<file path="src/rtl/sha256_stream.sv">
// SHA-256/SHA-224 compression engine for pre-padded 512-bit chunks with chaining across blocks.
// Computes ROUNDS_PER_CYCLE rounds per clock and holds the final digest until it is acknowledged.
module sha256_stream #(
    parameter int ROUNDS_PER_CYCLE = 1,
    parameter bit ENABLE_224       = 1'b1
) (
    input  logic         Clk,
    input  logic         Reset,
    input  logic         ChunkValid,
    output logic         ChunkReady,
    input  logic [511:0] Chunk,
    input  logic         ChunkFirst,
    input  logic         ChunkLast,
    input  logic         Mode224,
    output logic         DigestValid,
    input  logic         DigestAck,
    output logic [255:0] Digest,
    output logic         Busy
);
    typedef enum logic [1:0] {S_IDLE, S_HASH, S_FINAL, S_DONE} state_t;

    localparam logic [6:0] STEP     = 7'(ROUNDS_PER_CYCLE);
    localparam logic [6:0] LAST_CNT = 7'(64 - ROUNDS_PER_CYCLE);

    localparam logic [31:0] K [64] = '{
        32'h428a2f98, 32'h71374491, 32'hb5c0fbcf, 32'he9b5dba5, 32'h3956c25b, 32'h59f111f1, 32'h923f82a4, 32'hab1c5ed5,
        32'hd807aa98, 32'h12835b01, 32'h243185be, 32'h550c7dc3, 32'h72be5d74, 32'h80deb1fe, 32'h9bdc06a7, 32'hc19bf174,
        32'he49b69c1, 32'hefbe4786, 32'h0fc19dc6, 32'h240ca1cc, 32'h2de92c6f, 32'h4a7484aa, 32'h5cb0a9dc, 32'h76f988da,
        32'h983e5152, 32'ha831c66d, 32'hb00327c8, 32'hbf597fc7, 32'hc6e00bf3, 32'hd5a79147, 32'h06ca6351, 32'h14292967,
        32'h27b70a85, 32'h2e1b2138, 32'h4d2c6dfc, 32'h53380d13, 32'h650a7354, 32'h766a0abb, 32'h81c2c92e, 32'h92722c85,
        32'ha2bfe8a1, 32'ha81a664b, 32'hc24b8b70, 32'hc76c51a3, 32'hd192e819, 32'hd6990624, 32'hf40e3585, 32'h106aa070,
        32'h19a4c116, 32'h1e376c08, 32'h2748774c, 32'h34b0bcb5, 32'h391c0cb3, 32'h4ed8aa4a, 32'h5b9cca4f, 32'h682e6ff3,
        32'h748f82ee, 32'h78a5636f, 32'h84c87814, 32'h8cc70208, 32'h90befffa, 32'ha4506ceb, 32'hbef9a3f7, 32'hc67178f2
    };
    localparam logic [31:0] IV256 [8] = '{
        32'h6a09e667, 32'hbb67ae85, 32'h3c6ef372, 32'ha54ff53a, 32'h510e527f, 32'h9b05688c, 32'h1f83d9ab, 32'h5be0cd19
    };
    localparam logic [31:0] IV224 [8] = '{
        32'hc1059ed8, 32'h367cd507, 32'h3070dd17, 32'hf70e5939, 32'hffc00b31, 32'h68581511, 32'h64f98fa7, 32'hbefa4fa4
    };

    function automatic logic [31:0] rotr(input logic [31:0] x, input int n);
        return (x >> n) | (x << (32 - n));
    endfunction
    function automatic logic [31:0] big_sigma0(input logic [31:0] x);
        return rotr(x, 2) ^ rotr(x, 13) ^ rotr(x, 22);
    endfunction
    function automatic logic [31:0] big_sigma1(input logic [31:0] x);
        return rotr(x, 6) ^ rotr(x, 11) ^ rotr(x, 25);
    endfunction
    function automatic logic [31:0] small_sigma0(input logic [31:0] x);
        return rotr(x, 7) ^ rotr(x, 18) ^ (x >> 3);
    endfunction
    function automatic logic [31:0] small_sigma1(input logic [31:0] x);
        return rotr(x, 17) ^ rotr(x, 19) ^ (x >> 10);
    endfunction

    state_t        r_state, w_next;
    logic [6:0]    r_cnt;
    logic [31:0]   r_w [16];
    logic [31:0]   r_wk [8];
    logic [31:0]   r_h [8];
    logic          r_mode, r_last, r_chain_valid, r_digest_valid;
    logic [255:0]  r_digest;

    logic          w_accept, w_new_msg, w_mode_in;
    logic [31:0]   w_iv [8];
    logic [31:0]   w_sum [8];
    logic [31:0]   w_w_next [16];
    logic [31:0]   w_wk_next [8];
    logic [31:0]   w_t1, w_t2, w_sched;
    logic [5:0]    w_kidx;
    logic [255:0]  w_digest;

    assign ChunkReady  = Reset && (r_state == S_IDLE);
    assign w_accept    = ChunkValid && ChunkReady;
    assign w_new_msg   = ChunkFirst || !r_chain_valid;
    assign w_mode_in   = Mode224 & ENABLE_224;
    assign DigestValid = r_digest_valid;
    assign Digest      = r_digest;
    assign Busy        = (r_state == S_HASH) || (r_state == S_FINAL);

    // Unrolled round chain; the message schedule slides so W[t] is always window slot 0.
    always_comb begin
        // NOTE: every combinational output gets a default before the loop so no latch is inferred.
        w_w_next  = r_w;
        w_wk_next = r_wk;
        w_t1      = '0;
        w_t2      = '0;
        w_sched   = '0;
        w_kidx    = '0;
        for (int j = 0; j < ROUNDS_PER_CYCLE; j++) begin
            w_kidx = r_cnt[5:0] + 6'(j);
            w_t1 = w_wk_next[7] + big_sigma1(w_wk_next[4])
                 + ((w_wk_next[4] & w_wk_next[5]) ^ (~w_wk_next[4] & w_wk_next[6]))
                 + K[w_kidx] + w_w_next[0];
            w_t2 = big_sigma0(w_wk_next[0])
                 + ((w_wk_next[0] & w_wk_next[1]) ^ (w_wk_next[0] & w_wk_next[2]) ^ (w_wk_next[1] & w_wk_next[2]));
            for (int i = 7; i > 0; i--) w_wk_next[i] = w_wk_next[i-1];
            w_wk_next[4] = w_wk_next[4] + w_t1;
            w_wk_next[0] = w_t1 + w_t2;
            w_sched = small_sigma1(w_w_next[14]) + w_w_next[9] + small_sigma0(w_w_next[1]) + w_w_next[0];
            for (int i = 0; i < 15; i++) w_w_next[i] = w_w_next[i+1];
            w_w_next[15] = w_sched;
        end
    end

    always_comb begin
        w_digest = '0;
        for (int i = 0; i < 8; i++) begin
            w_sum[i] = r_h[i] + r_wk[i];
            w_iv[i]  = w_mode_in ? IV224[i] : IV256[i];
            w_digest[255 - 32*i -: 32] = w_sum[i];
        end
        if (r_mode) w_digest[31:0] = '0;
    end

    always_comb begin
        w_next = r_state;
        case (r_state)
            S_IDLE:  if (w_accept) w_next = S_HASH;
            S_HASH:  if (r_cnt == LAST_CNT) w_next = S_FINAL;
            S_FINAL: w_next = r_last ? S_DONE : S_IDLE;
            S_DONE:  if (DigestAck) w_next = S_IDLE;
            default: w_next = S_IDLE;
        endcase
    end

    always_ff @(posedge Clk) begin
        if (!Reset) r_state <= S_IDLE;
        else        r_state <= w_next;
    end

    always_ff @(posedge Clk) begin
        if (!Reset) begin
            r_cnt          <= '0;
            r_mode         <= 1'b0;
            r_last         <= 1'b0;
            r_chain_valid  <= 1'b0;
            r_digest_valid <= 1'b0;
            r_digest       <= '0;
        end else begin
            case (r_state)
                S_IDLE: if (w_accept) begin
                    r_cnt  <= '0;
                    r_last <= ChunkLast;
                    if (w_new_msg) r_mode <= w_mode_in;
                end
                S_HASH: r_cnt <= r_cnt + STEP;
                S_FINAL: begin
                    r_chain_valid <= 1'b1;
                    if (r_last) begin
                        r_digest       <= w_digest;
                        r_digest_valid <= 1'b1;
                    end
                end
                S_DONE: if (DigestAck) begin
                    r_digest_valid <= 1'b0;
                    r_chain_valid  <= 1'b0;
                end
                default: ;
            endcase
        end
    end

    // NOTE: the schedule window and hash words are only read after a load, so they carry no reset.
    always_ff @(posedge Clk) begin
        case (r_state)
            S_IDLE: if (w_accept) begin
                for (int i = 0; i < 16; i++) r_w[i] <= Chunk[511 - 32*i -: 32];
                for (int i = 0; i < 8; i++) begin
                    if (w_new_msg) r_h[i] <= w_iv[i];
                    r_wk[i] <= w_new_msg ? w_iv[i] : r_h[i];
                end
            end
            S_HASH: begin
                r_w  <= w_w_next;
                r_wk <= w_wk_next;
            end
            S_FINAL: r_h <= w_sum;
            default: ;
        endcase
    end
endmodule

</file>
<file path="config.mk">
export PLATFORM = sky130hd
export DESIGN_NAME = sha256_stream
export DESIGN_NICKNAME = d
export VERILOG_FILES = /design/src/rtl/sha256_stream.sv
export SDC_FILE = /design/constraint.sdc
export NUM_CORES = 2
export LEC_CHECK = 0
export ABC_AREA = 1
export CAP_MARGIN = 25
export CELL_PAD_IN_SITES_DETAIL_PLACEMENT = 1
export CELL_PAD_IN_SITES_GLOBAL_PLACEMENT = 1
export CORE_ASPECT_RATIO = 0.8
export CORE_UTILIZATION = 44
export DETAILED_ROUTE_END_ITERATION = 10
export PLACE_DENSITY_LB_ADDON = 0.25
export SYNTH_ARGS = -nofsm -noshare
export SYNTH_HDL_FRONTEND = slang
export SYNTH_SLANG_ARGS = --single-unit
</file>
<file path="constraint.sdc">
create_clock -name Clk -period 30.6 [get_ports Clk]
set_clock_uncertainty 0.15 [all_clocks]
set_input_delay 3.06 -clock Clk [delete_from_list [all_inputs] [get_ports Clk]]
set_output_delay 3.06 -clock Clk [all_outputs]
set_load 0.01 [all_outputs]
</file>
## After elaboration in Yosys (flattened, before gate mapping)

Memories as Yosys holds them, arrays and structs flattened.
Cells that the tools add are included.

| storage, ports and cells | value |
|---|---|
| output and inout port bits | 259 |
| register bits after elaboration | 1293 |
| memories kept | 1 |
| memory bits (read-only) | 2048 |
| word-level logic and storage cells | 148 |

| cells by class | value |
|---|---|
| equal/unequal tests | 8 |
| reduce and logical (&&, ||, !) cells | 17 |
| add/sub/neg operators | 19 |
| bitwise gates (word level) | 28 |
| muxes and demuxes | 35 |
| magnitude comparators | 1 |

Memories:

| memory | depth | width | rd ports | clocked after memory_dff | wr ports | RTL line | RTL |
|---|---|---|---|---|---|---|---|
| (no name shown) | 64 | 32 | 1 | 0 | 0 | 96 | `+ K[w_kidx] + w_w_next[0];` |

Operator list:

| cell | number |
|---|---|
| 256-bit case mux with 2 select lines | 2 |
| 512-bit case mux with 2 select lines | 1 |
| 32-bit adder | 18 |
| 32-bit 2-to-1 mux | 16 |
| 512-bit 2-to-1 mux | 1 |
| 32-bit XOR | 9 |
| 256-bit 2-to-1 mux | 1 |
| 32-bit AND | 5 |
| 31-bit 2-to-1 mux | 2 |
| 32-bit inverter | 1 |
| 10-bit by 32-bit bitwise OR with 32-bit output | 1 |
| 13-bit by 32-bit bitwise OR with 32-bit output | 1 |
| 14-bit by 32-bit bitwise OR with 32-bit output | 1 |
| 15-bit by 32-bit bitwise OR with 32-bit output | 1 |
| 19-bit by 32-bit bitwise OR with 32-bit output | 1 |
| 21-bit by 32-bit bitwise OR with 32-bit output | 1 |
| 25-bit by 32-bit bitwise OR with 32-bit output | 1 |
| 26-bit by 32-bit bitwise OR with 32-bit output | 1 |
| 30-bit by 32-bit bitwise OR with 32-bit output | 1 |
| 7-bit by 32-bit bitwise OR with 32-bit output | 1 |
| 32-bit by 22-bit XOR with 32-bit output | 1 |
| 32-bit by 29-bit XOR with 32-bit output | 1 |
| 28-bit 2-to-1 mux | 1 |
| 7-bit case mux with 2 select lines | 1 |
| other kinds (20) | 38 |

## Longest topological paths before layout

| logic depth | value |
|---|---|
| word-level depth | 9 |
| depth in mapped cells | 39 |
| depth with buffers taken out | 38 |

## Least setup slack after synthesis

No wires, ideal clock.

| timing | value |
|---|---|
| path type | register to register |
| start point | reg r_state[1] |
| end point | reg r_cnt[5] |
| slack | 8.634 ns |
| cell stages (with the launch flop) | 13 |
| library setup time | 0.066 ns |
| data arrival time | 21.750 ns |
| required time | 30.384 ns |
| path through | dfxtp_1 > inv_1 > ha_1 > inv_2 > o21ai_2 > inv_2 > nor2_1 > nand2_1 > nor2_1 > inv_1 > o21ai_1 > o21ai_0 > nor2_1 |

| on the way | value |
|---|---|
| word-level cells in the longest chain between the ends | 5 |

Ends and longest elaborated chain:

| what | RTL line | RTL |
|---|---|---|
| start: declaration | 58 | `state_t r_state, w_next;` |
| start signal: assignment | 131 | `else r_state <= w_next;` |
| 2-bit logical NOT | 75, 143 |  |
| 1-bit logical AND | 75 | `assign ChunkReady = Reset && (r_state == S_IDLE);` |
| 1-bit logical AND | 76 | `assign w_accept = ChunkValid && ChunkReady;` |
| 2-bit inequality test (no line) | - |  |
| 2-bit AND reduction (no line) | - |  |
| end signal: assignment | 149 | `S_HASH: r_cnt <= r_cnt + STEP;` |
| end: declaration | 59 | `logic [6:0] r_cnt;` |

Parallel ways exist; a longest one is shown, timed or not.
A chain may end at the register's enable or synchronous reset.

## Final worst setup path

| timing | value |
|---|---|
| start point | reg r_cnt[0] |
| end point | reg r_wk[255] (netlist name) (data pin) |

| on the way | value |
|---|---|
| word-level cells in the longest chain between the ends | 8 |

Ends and longest elaborated chain:

| what | RTL line | RTL |
|---|---|---|
| 6-bit inverter with 7-bit output (not written as such) | 96 |  |
| memory read 64 x 32 bit | - |  |
| 32-bit 2-to-1 mux (not written as such) (2 in a row) | 96 |  |
| 32-bit adder (2 in a row) | 96 |  |
| 32-bit adder | 101 | `w_wk_next[0] = w_t1 + w_t2;` |
| 256-bit case mux with 2 select lines | 168 | `case (r_state)` |
| end signal: indexed assignment | 173 | `r_wk[i] <= w_new_msg ? w_iv[i] : r_h[i];` |
| end signal: assignment | 178 | `r_wk <= w_wk_next;` |
| end: declaration | 61 | `logic [31:0] r_wk [8];` |

Every way passes these cells. The select of a mux whose other input is x is not followed.

==> impl_metrics.json <==
{
  "crit_arrival_ns": 9.06,
  "cts_setup_buffers": 0,
  "cpPeakStageDelay_ns": 1.02,
  "worstReg2RegStart": "r_cnt[0]",
  "setup_viol": 0,
  "yosys_most_used_dff": "edfxtp_1",
  "yosysUniqueCellTypes": 77,
  "slowest_stage": "a221oi_1",
  "numCtsBuffers": 144,
  "fin_setup_tns_ns": 0,
  "reg2reg_to": "r_wk[255]",
  "clock_latency_ns": 0.84,
  "grt_pass1_wl_um": 568000,
  "syn_to_final_growth_pct": 17.3,
  "drc_errors": 0,
  "synth_top_area_share_pct": 35.6,
  "worstPathMaxFanout": 11,
  "num_rows": 145,
  "wl_per_cell_um": 28.3,
  "postPlaceCellArea_um2": 96200,
  "setup.worst_path.class": "flop to flop",
  "cts-root-buf": "clkbuf_16",
  "cts_resized": 0,
  "place.detailed.hpwl_um": 308000,
  "grt_max_degree": 198,
  "dieArea_um2": 198000,
  "viasPerCell": 5.86,
  "clk_path_buf_depth": 3,
  "worstSetupEndpoint": "r_wk[255]",
  "finalWirelength_um": 396000,
  "hp-class": "flop to flop",
  "ys_ff_latch": 1293,
  "rsz0062_at_grt": "no",
  "cts_hold_buf": 0,
  "drt_pre_antenna_iters": 6,
  "synth.cell_area_um2": 86400,
  "met1Wirelength_um": 171000,
  "cp_data_required_time_ns": 31.01,
  "port_buffers": 777,
  "overflow": 0,
  "route.antenna.remaining_nets": 0,
  "path_clk_slew_ns": 0.09,
  "cts_htree_levels": 4,
  "synth_edf_count": 1024,
  "die_x_um": 497,
  "grt_usage_pct": 39.0,
  "gp_congestion": 1.02,
  "r2r_setup_slack_ns": 21.95,
  "yosys_warnings": 0,
  "top_layer_used": "met5",
  "seq_area_frac_synth_pct": 41.8,
  "ios": 778,
  "reg2regPathDepth": 28,
  "critPathLaunch": "r_cnt[0]",
  "first_iter_violations": 9084,
  "tightest_slew_ns": 1.25,
  "syn_area_per_cell_um2": 8.07,
  "drv_cap": 0,
  "antenna_found_initial": 48,
  "cts_tree": "yes",
  "slew_headroom_pct": 16.7,
  "postSynth.asyncResetShare_pct": 0,
  "wl_met2_um": 173000,
  "syn_nets": 11800,
  "fin_crit_sh_pct": 28.3,
  "max_freq_mhz": 116,
  "die_y_um": 398,
  "slew_violations": 0,
  "yosys-top-cells-area": "edfxtp_1 (36%), nand2_1 (14%), dfxtp_1 (6.2%)",
  "path_common_cell": "inv_1",
  "end_kind": "flop",
  "wl_met3_um": 36000,
  "syn_inst": 10700,
  "fin_nets": 12400,
  "grt_pass1_vias": 82100,
  "num_vias": 81900,
  "start_util_pct": 44.3,
  "fillers": 23400,
  "layout-drive-gt1-share_pct": 4.47,
  "stdcell_area_um2": 101000,
  "critPathLaunchType": "flop",
  "cts_sinks": 1293,
  "yosys.area.top_type": "edfxtp_1",
  "outcome": "complete, no violations",
  "final-hold-violation-count": 0,
  "core_area_um2": 195000,
  "postLayoutCoreUtil_pct": 51.9,
  "min_period_ns": 8.65
}
-- final cells by class --
| cell class | count | area [um2] | area share (%) |
|---|---|---|---|
| multi-input cells | 7691 | 43700 | 43.1 |
| clock inverters | 80 | 1010 | 0.993 |
| diodes | 43 | 108 | 0.106 |
| flip-flops and latches | 1293 | 36100 | 35.7 |
| inverters | 1281 | 4840 | 4.78 |
| well taps | 2572 | 3220 | 3.18 |
| repair buffers | 841 | 8400 | 8.29 |
| clock buffers | 188 | 3920 | 3.87 |
-- kinds of logic after synthesis --
logic type,share of synthesized area (%)
compound gates,13.6
xor+xnor,4.77
fa+ha+maj,10.4
buf+inv,7.71
flops,41.8
mux,0.662
simple gates,21.1
-- flip-flops by register name (all words and copies together) (netlist names), 2 cells and up --
register  flops
r_cnt         7
r_state       2
Digest      256
r_wk        256
r_h         256
r_w         512
-- per-stage QoR --
stage	setup slack, ns	hold slack, ns	instances
after global placement	22.38	0.303	13700
final	21.95	0.316	14000
after CTS	22.28	0.318	13900
after floorplan	8.63	0.302	10700
after global routing	21.63	0.332	14000
after detailed placement	22.35	0.310	13700
-- worst min-delay path by stage --
stage / from / to / slack [ns] / depth (start not counted)
after floorplan: r_mode / r_mode / 0.30 / 2
after global placement: Digest[7] / Digest[7] / 0.30 / 2
after detailed placement: Digest[25] / Digest[25] / 0.31 / 2
after CTS: Digest[25] / Digest[25] / 0.32 / 2
after global routing: Digest[10] / Digest[10] / 0.33 / 2
final: Digest[25] / Digest[25] / 0.32 / 2
-- synthesized netlist by cell type (195+ instances only) --
master / number
dfxtp_1: 269
xor2_1: 268
nor2_1: 753
o21ai_0: 923
nand3_1: 308
a21oi_1: 506
nand2_1: 3159
inv_1: 1269
ha_1: 404
edfxtp_1: 1024
xnor2_1: 201
clkbuf_1: 237
fa_1: 195
-- placed cells by master, fill, tap and decap left out, types with 201 or more instances in the layout --
cell type        Yosys  layout
edfxtp_1          1024    1024
nand2_1           3159    3158
o21ai_0            923     922
dfxtp_1            269     268
nor2_1             753     749
inv_1             1269    1266
xor2_1             268     268
clkdlybuf4s50_1      0     776
xnor2_1            201     201
nand3_1            308     308
a21oi_1            506     506
ha_1               404     402
-- worst max-delay path: cells and delay by family (launching register included) --
kind            cells  cell delay (ns)
fa+ha+maj           5             2.29
compound gates      8             2.29
simple gates        9             1.58
buf+inv             5             0.81
flops               1             0.71
xor+xnor            1             0.52
-- layer usage --
metal,up-vias,GRT usage [%]
li1,36400,-
met1,41200,53.8
met2,3592,59.5
met3,696,9.16
met4,16,14.2
met5,-,0
Power is not shown: default switching activity piles up to over one toggle a cycle in this logic, so the estimate is an artifact.
